==> src/rtl/usb_token_rx_ctrl.sv <==
// usb_token_rx_ctrl
// Receive-side sequencer for USB token packets (OUT/IN/SETUP/SOF). It takes the
// PID byte and the two payload bytes from the byte receiver and checks the PID.
// It then stalls the receiver while the 16 payload bits go LSB-first through a
// serial CRC5 LFSR. For each packet it reports exactly one outcome pulse: good
// token, malformed token, or token dropped by the address filter.
//
// Ports:
//   clk, rst            clock, synchronous active-high reset
//   rx_data/valid       received byte (bit 0 first on the wire) and its qualifier
//   rx_sop/rx_eop       first (PID) / last byte of a packet
//   rx_ready            byte accepted when rx_valid & rx_ready
//   busy                controller is not idle
//   tok_valid/err/drop  one-cycle outcome pulses
//   tok_pid/addr/endp   fields of the last good or dropped token
//                       (for SOF, addr/endp hold frame[6:0]/frame[10:7])
module usb_token_rx_ctrl #(
  parameter logic [4:0] CRC_RESIDUE    = 5'b01100,
  parameter logic       ADDR_FILTER_EN = 1'b0,
  parameter logic [6:0] DEV_ADDR       = 7'd0
) (
  input  logic       clk,
  input  logic       rst,
  input  logic [7:0] rx_data,
  input  logic       rx_valid,
  input  logic       rx_sop,
  input  logic       rx_eop,
  output logic       rx_ready,
  output logic       busy,
  output logic       tok_valid,
  output logic       tok_err,
  output logic       tok_drop,
  output logic [3:0] tok_pid,
  output logic [6:0] tok_addr,
  output logic [3:0] tok_endp
);

  typedef enum logic [2:0] {S_IDLE, S_PID_OK, S_BYTE1, S_CRC, S_REPORT} state_t;

  localparam logic [3:0] PID_SOF = 4'b0101;

  state_t     state_q, state_d;
  logic [4:0] lfsr_q, lfsr_d;
  logic [3:0] cnt_q, cnt_d;
  logic       err_q, err_d;
  logic [3:0] pid_q;
  logic [7:0] byte1_q, byte2_q;
  logic [3:0] tok_pid_q;
  logic [6:0] tok_addr_q;
  logic [3:0] tok_endp_q;

  logic        accept;
  logic        pid_chk_ok;
  logic [15:0] payload;
  logic        is_report;
  logic        rpt_fail;
  logic        rpt_filtered;

  function automatic logic [4:0] crc5_step(input logic [4:0] c, input logic b);
    logic fb;
    fb = c[4] ^ b;
    return {c[3:0], 1'b0} ^ (fb ? 5'b00101 : 5'b00000);
  endfunction

  function automatic logic is_token_pid(input logic [3:0] pid);
    return (pid == 4'b0001) || (pid == 4'b1001) || (pid == 4'b1101) || (pid == 4'b0101);
  endfunction

  assign rx_ready   = (state_q == S_IDLE) || (state_q == S_PID_OK) || (state_q == S_BYTE1);
  assign busy       = (state_q != S_IDLE);
  assign accept     = rx_valid & rx_ready;
  assign pid_chk_ok = (rx_data[7:4] == ~rx_data[3:0]);
  assign payload    = {byte2_q, byte1_q};

  // The outcome is resolved in REPORT from the held LFSR, PID and byte1, so
  // the three pulses are mutually exclusive by construction.
  assign is_report    = (state_q == S_REPORT);
  assign rpt_fail     = err_q || (lfsr_q != CRC_RESIDUE);
  assign rpt_filtered = ADDR_FILTER_EN && (pid_q != PID_SOF) && (byte1_q[6:0] != DEV_ADDR);
  assign tok_err      = is_report && rpt_fail;
  assign tok_drop     = is_report && !rpt_fail && rpt_filtered;
  assign tok_valid    = is_report && !rpt_fail && !rpt_filtered;

  assign tok_pid  = tok_pid_q;
  assign tok_addr = tok_addr_q;
  assign tok_endp = tok_endp_q;

  always_comb begin
    state_d = state_q;
    lfsr_d  = lfsr_q;
    cnt_d   = cnt_q;
    err_d   = err_q;
    unique case (state_q)
      S_IDLE: begin
        // Non-token PIDs that pass the check leave us in IDLE, so the rest of
        // that packet is discarded for lack of rx_sop.
        if (accept && rx_sop) begin
          if (!pid_chk_ok) begin
            err_d   = 1'b1;
            state_d = S_REPORT;
          end else if (is_token_pid(rx_data[3:0])) begin
            err_d   = 1'b0;
            state_d = S_PID_OK;
          end
        end
      end
      S_PID_OK: begin
        if (accept) begin
          if (rx_sop || rx_eop) begin
            err_d   = 1'b1;
            state_d = S_REPORT;
          end else begin
            state_d = S_BYTE1;
          end
        end
      end
      S_BYTE1: begin
        if (accept) begin
          if (rx_sop || !rx_eop) begin
            err_d   = 1'b1;
            state_d = S_REPORT;
          end else begin
            lfsr_d  = 5'b11111;
            cnt_d   = 4'd0;
            state_d = S_CRC;
          end
        end
      end
      S_CRC: begin
        lfsr_d = crc5_step(lfsr_q, payload[cnt_q]);
        cnt_d  = cnt_q + 4'd1;
        if (cnt_q == 4'd15) begin
          state_d = S_REPORT;
        end
      end
      S_REPORT: begin
        err_d   = 1'b0;
        state_d = S_IDLE;
      end
      default: begin
        state_d = S_IDLE;
      end
    endcase
  end

  always_ff @(posedge clk) begin
    if (rst) begin
      state_q    <= S_IDLE;
      lfsr_q     <= 5'b11111;
      cnt_q      <= 4'd0;
      err_q      <= 1'b0;
      tok_pid_q  <= 4'd0;
      tok_addr_q <= 7'd0;
      tok_endp_q <= 4'd0;
    end else begin
      state_q <= state_d;
      lfsr_q  <= lfsr_d;
      cnt_q   <= cnt_d;
      err_q   <= err_d;
      if (is_report && !rpt_fail) begin
        tok_pid_q  <= pid_q;
        tok_addr_q <= byte1_q[6:0];
        tok_endp_q <= {byte2_q[2:0], byte1_q[7]};
      end
    end
  end

  // Packet bytes are pure data; they are only read after being written.
  always_ff @(posedge clk) begin
    if ((state_q == S_IDLE) && accept && rx_sop) begin
      pid_q <= rx_data[3:0];
    end
    if ((state_q == S_PID_OK) && accept && !rx_sop) begin
      byte1_q <= rx_data;
    end
    if ((state_q == S_BYTE1) && accept && !rx_sop) begin
      byte2_q <= rx_data;
    end
  end

endmodule

==> config.mk <==
export PLATFORM = sky130hd
export DESIGN_NAME = usb_token_rx_ctrl
export DESIGN_NICKNAME = d
export VERILOG_FILES = /design/src/rtl/usb_token_rx_ctrl.sv
export SDC_FILE = /design/constraint.sdc
export NUM_CORES = 1
export LEC_CHECK = 0
export BUFFER_PORTS_ARGS = -buffer_cell sky130_fd_sc_hd__clkbuf_2
export CORE_MARGIN = 3
export CORE_UTILIZATION = 56
export DETAILED_ROUTE_END_ITERATION = 8
export PLACE_DENSITY = 0.85
export SYNTH_ARGS = -nofsm -noshare
export SYNTH_HDL_FRONTEND = slang
export SYNTH_SLANG_ARGS = --single-unit
export TNS_END_PERCENT = 1
==> constraint.sdc <==
create_clock -name clk -period 2.45 [get_ports clk]
set_input_delay 0.245 -clock clk [delete_from_list [all_inputs] [get_ports clk]]
set_output_delay 0.245 -clock clk [all_outputs]
set_load 0.02 [all_outputs]
# --- Yosys cells after proc, flatten, opt, wreduce, memory -nomap -nowiden ---
# Index checks and enable logic that the tools add are counted.
# W data, S select, Z words.
op_classes:
  eq_ne: 19
  n_reduce_logical: 27
  n_bitwise: 4
  muxes: 26
  order_cmp: 1
  addsub: 1
ops:
  columns: ["operator", "count"]
  rows:
  - ["$mux W3", 9]
  - ["$eq A4 B4 Y1 const B", 3]
  - ["$pmux W3 S4", 1]
  - ["$mux W5", 2]
  - ["$pmux W5 S2", 1]
  - ["$logic_and A1 B1 Y1", 9]
  - ["$logic_or A1 B1 Y1", 8]
  - ["$mux W1", 8]
  - ["$mux W4", 2]
  - ["$ne A2 B2 Y1 const B", 4]
  - ["$pmux W4 S2", 1]
  - ["$reduce_and A7 Y1", 1]
  - ["$eq A3 B2 Y1 const B", 2]
  - ["$ne A2 B1 Y1 const B", 3]
  - ["$lt A4 B5 Y1 const B", 1]
  - ["$ne A5 B4 Y1 const B", 1]
  - ["$reduce_and A5 Y1", 1]
  - ["$xor A5 B3 Y5", 1]
  - ["$add A4 B1 Y4 const B", 1]
  - ["$bmux W1 S4", 1]
  - ["$eq A4 B1 Y1 const B", 1]
  - ["$eq A4 B3 Y1 const B", 1]
  - ["$eq A4 B4 Y1", 1]
  - ["$not A4 Y4", 1]
  - ["other kinds (12)", 14]
word_totals:
  input_bits: 13
  elab_cells: 88
  output_inout_bits: 20
  regBits: 48

# --- Depth between registers and ports, before layout ---
logic_depth:
  depth_word: 8
  ltp_mapped: 8
  depth_no_buf: 6

# --- Worst setup path before layout ---
# Ideal clock, no wire load.
synth_path:
  path_type: "register to output"
  start: "register lfsr_q[1]"
  end: "output tok_valid"
  slack_ns: 0.612
  path_stages_with_launch: 8
  t_arrival_ns: 1.593
  n_path_buf: 3
  required_time_ns: 2.205
  path_cell_list: "dfxtp_1 > buf_2 > nor4bb_1 > nand3_1 > or3_1 > buf_2 > buf_6 > inv_1"
synth_between:
  elab_chain_cells: 4
synth_lines:
  columns: ["element", "line", "rtl"]
  rows:
  - ["start, declared", "43", "logic [4:0] lfsr_q, lfsr_d;"]
  - ["start signal, assigned", "157", "lfsr_q <= lfsr_d;"]
  - ["$ne A5 B4 Y1", "78", "assign rpt_fail = err_q || (lfsr_q != CRC_RESIDUE);"]
  - ["$logic_or A1 B1 Y1", "78", null]
  - ["$logic_not A1 Y1", "82", "assign tok_valid = is_report && !rpt_fail && !rpt_filtered;"]
  - ["$logic_and A1 B1 Y1", "82", null]
  - ["end, declared", "30", "output logic tok_valid,"]
# Every way passes these cells.

# --- Worst setup path after layout ---
# Ends and elaborated chain as after synthesis.

==> run_results.csv <==
group,metric,value,unit
clocking,post_cts_buffers,0,
floorplan,core.rowCount,22,
detailed_routing,wl,4350,um
setup_path,worstPathArrival,1.98,ns
yosys,synth_edf_count,20,
yosys,synthArstFlopShare,0,%
pwr,power_frac_comb,5.7,%
finish,nets,233,
grt,grt_start_max_net_pins,22,
clocking,clockRootBuffer,"clkbuf_8",
finish,nFillCells,302,
finish,syn_to_final_growth,10.4,%
finish,layout_commonest_cell,"clkbuf_2",
timing,fin_skew,0.00873,ns
timing,period_share,91.0,%
clocking,cts_hold_buf,0,
timing,clock.fmax,449,MHz
timing,maxSlewHeadroom,65.6,%
detailed_routing,drt_pass1_iterations,4,
finish,layout-drive-gt1-share,20.5,%
setup_path,crit_path_start_kind,"flip-flop",
timing,final.min_clock_period,2.23,ns
grt,antenna_found_initial,0,
grt,grt_pass1_vias,1443,
timing,setup_violations,0,
detailed_routing,wl_per_cell,16.2,um
yosys,ys.warnings.count,0,
timing,finalHoldViolations,0,
pwr,power_density,573,mW/mm^2
pwr,clockPowerShare,33.2,%
yosys,syn_inst,192,
placed_design,globalplace.congestion,0.850,
floorplan,die_h,68.5,um
clocking,clock_latency,0.29,ns
floorplan,die_area,0.00470,mm^2
setup_path,worstPathRequired,2.20,ns
setup_path,cp_max_fo,9,
clocking,tritoncts,"yes",
hold_path,hold_class,"in -> reg",
clocking,cts_sinks,48,
yosys,synthesis.area,0.00219,mm^2
timing,fin_setup_tns,0,ns
clocking,ctsResizeCount,0,
yosys,syn-num-nets,206,
placed_design,portBuffers,31,
pwr,ir_drop,0.000655,V
yosys,synth.distinct_cells,45,
floorplan,core_area,0.00372,mm^2
pwr,p_leak,1.06,nW
yosys,synth_area_per_cell,11.4,um^2
yosys,synth_seq_cells,48,
pwr,p_sw,321,uW
detailed_routing,drc,0,
setup_path,path_cells,"nor4bb_1, nand3_1, or3_1, inv_1, clkbuf_2",
grt,grt_overflow,0,
yosys,synth_flop_cell,"dfxtp_1",
finish,n_antenna_cell,0,
setup_path,cp_slowest_cell,"or3_1",
setup_path,cp_slowest_stage_delay,0.59,ns
grt,grt_pass1_wl,7040,um
setup_path,reg2reg_depth,5,
placed_design,dp_hpwl,3040,um
pwr,power.internal,1.06,mW
floorplan,io_pins,33,
pwr,swShare,23.2,%
detailed_routing,drtIter0Drc,154,
setup_path,crit_type,"reg -> out",
setup_path,end_kind,"output port",
finish,final_cell_mix,"clkbuf_2, dfxtp_1, nor2_1",
timing,rsz0062_at_grt,"no",
clocking,numCtsBuffers,5,
floorplan,initial_core_util,58.9,%
yosys,synth-seq-area-share,53.0,%
hold_path,holdPathStages,1,
status,outcome,"finished, final reports clean",
detailed_routing,vias,1531,
clocking,clk_pin_slew,0.09,ns
timing,drv_slew,0,
job,cap_violations,0,
detailed_routing,ant_nets,0,
clocking,clockBufferDepth,2,
grt,grt_usage,20.4,%
timing,tightest_slew,0.516,ns
timing,holdWs,0.183,ns
detailed_routing,viasPerCell,5.71,
clocking,h-tree-depth,2,
floorplan,dieWidth,68.5,um
pwr,finalPower,1.38,mW
pwr,p_seq_share,61.1,%
==> final timing paths <==
| check | from | to | slack [ns] |
|---|---|---|---|
| setup reg to reg | cnt_q[0] | lfsr_q[2] | 0.34 |
| hold reg to reg | pid_q[1] | tok_pid[1] | 0.49 |
| setup / recovery | lfsr_q[1] | tok_valid | 0.22 |
| hold / removal | rx_data[7] | byte1_q[7] | 0.18 |
==> flip-flops by register name (all words and copies together) (netlist names) <==
register / flops
tok_endp: 4
tok_pid: 4
tok_addr: 7
cnt_q: 4
state_q: 3
err_q: 1
byte2_q: 8
lfsr_q: 5
byte1_q: 8
pid_q: 4
==> cells in the mapped netlist (2+ instances only) <==
cell	count	area [um^2]
o211ai_1	3	22.5
a221o_1	2	20.0
buf_2	3	15.0
buf_4	4	30.0
inv_1	8	30.0
dfxtp_1	28	561
or3_1	3	18.8
nor3_1	4	20.0
buf_6	4	45.0
edfxtp_1	20	601
nand2_1	5	18.8
nor2_1	23	86.3
nor2b_1	3	18.8
mux4_1	4	105
xnor2_1	5	43.8
a21oi_1	6	30.0
nor3b_1	2	15.0
mux2i_1	19	190
and2_1	2	12.5
and3b_1	2	17.5
xor2_1	4	35.0
o21ai_0	6	30.0
and3_1	2	12.5
clkbuf_1	4	15.0
nand3_1	6	30.0
==> stage by stage <==
step	instances	utilization, %	area [um^2]	setup slack, ns
floorplan	192	-	2190	0.612
global placement	260	62.7	2330	0.416
detailed placement	260	62.7	2330	0.387
CTS	268	65.1	2420	0.209
global route	268	65.1	2420	0.0682
finish	268	65.1	2420	0.221
==> logic make-up after synthesis <==
| group | share of synthesized area (%) |
|---|---|
| multiplexers | 14.1 |
| AO/OA/AOI/OAI | 8.52 |
| flip-flops | 53.0 |
| AND/OR/NAND/NOR | 13.8 |
| other | 0.171 |
| adder cells (fa/ha/maj) | 0.571 |
| buffers and inverters | 6.17 |
| XOR/XNOR | 3.60 |
==> cell type report <==
type	instances	area (um^2)	area share [%]
Clock buffer	5	68.8	2.85
Clock inverter	3	18.8	0.776
Inverter	8	30.0	1.24
Multi-Input combinational cell	121	893	37.0
Sequential cell	48	1160	48.0
Tap cell	48	60.1	2.48
Timing Repair Buffer	35	185	7.66
==> layer usage <==
| metal | track usage, % | wire [um] |
|---|---|---|
| met1 | 28.1 | 1870 |
| met2 | 31.3 | 2170 |
| met3 | 4.21 | 247 |
| met4 | 7.94 | 59 |
| met5 | 0 | 0 |
==> critical path: cells and delay by family, from the launching register on <==
family                 cells  cell delay (ns)
buffers and inverters      2             0.29
and+or+nand+nor            3             1.01
DFF                        1             0.39
==> power by group through the flow <==
stage	clock network [mW]	logic (mW)	registers, mW
CTS	0.466	0.0794	0.846
finish	0.460	0.0796	0.846
detailed placement	0	0.0783	0.864
floorplan	0	0.0511	0.860
global route	0.507	0.0876	0.847
global placement	0	0.0765	0.864
Note: power is estimated with default switching activity, not from simulation.
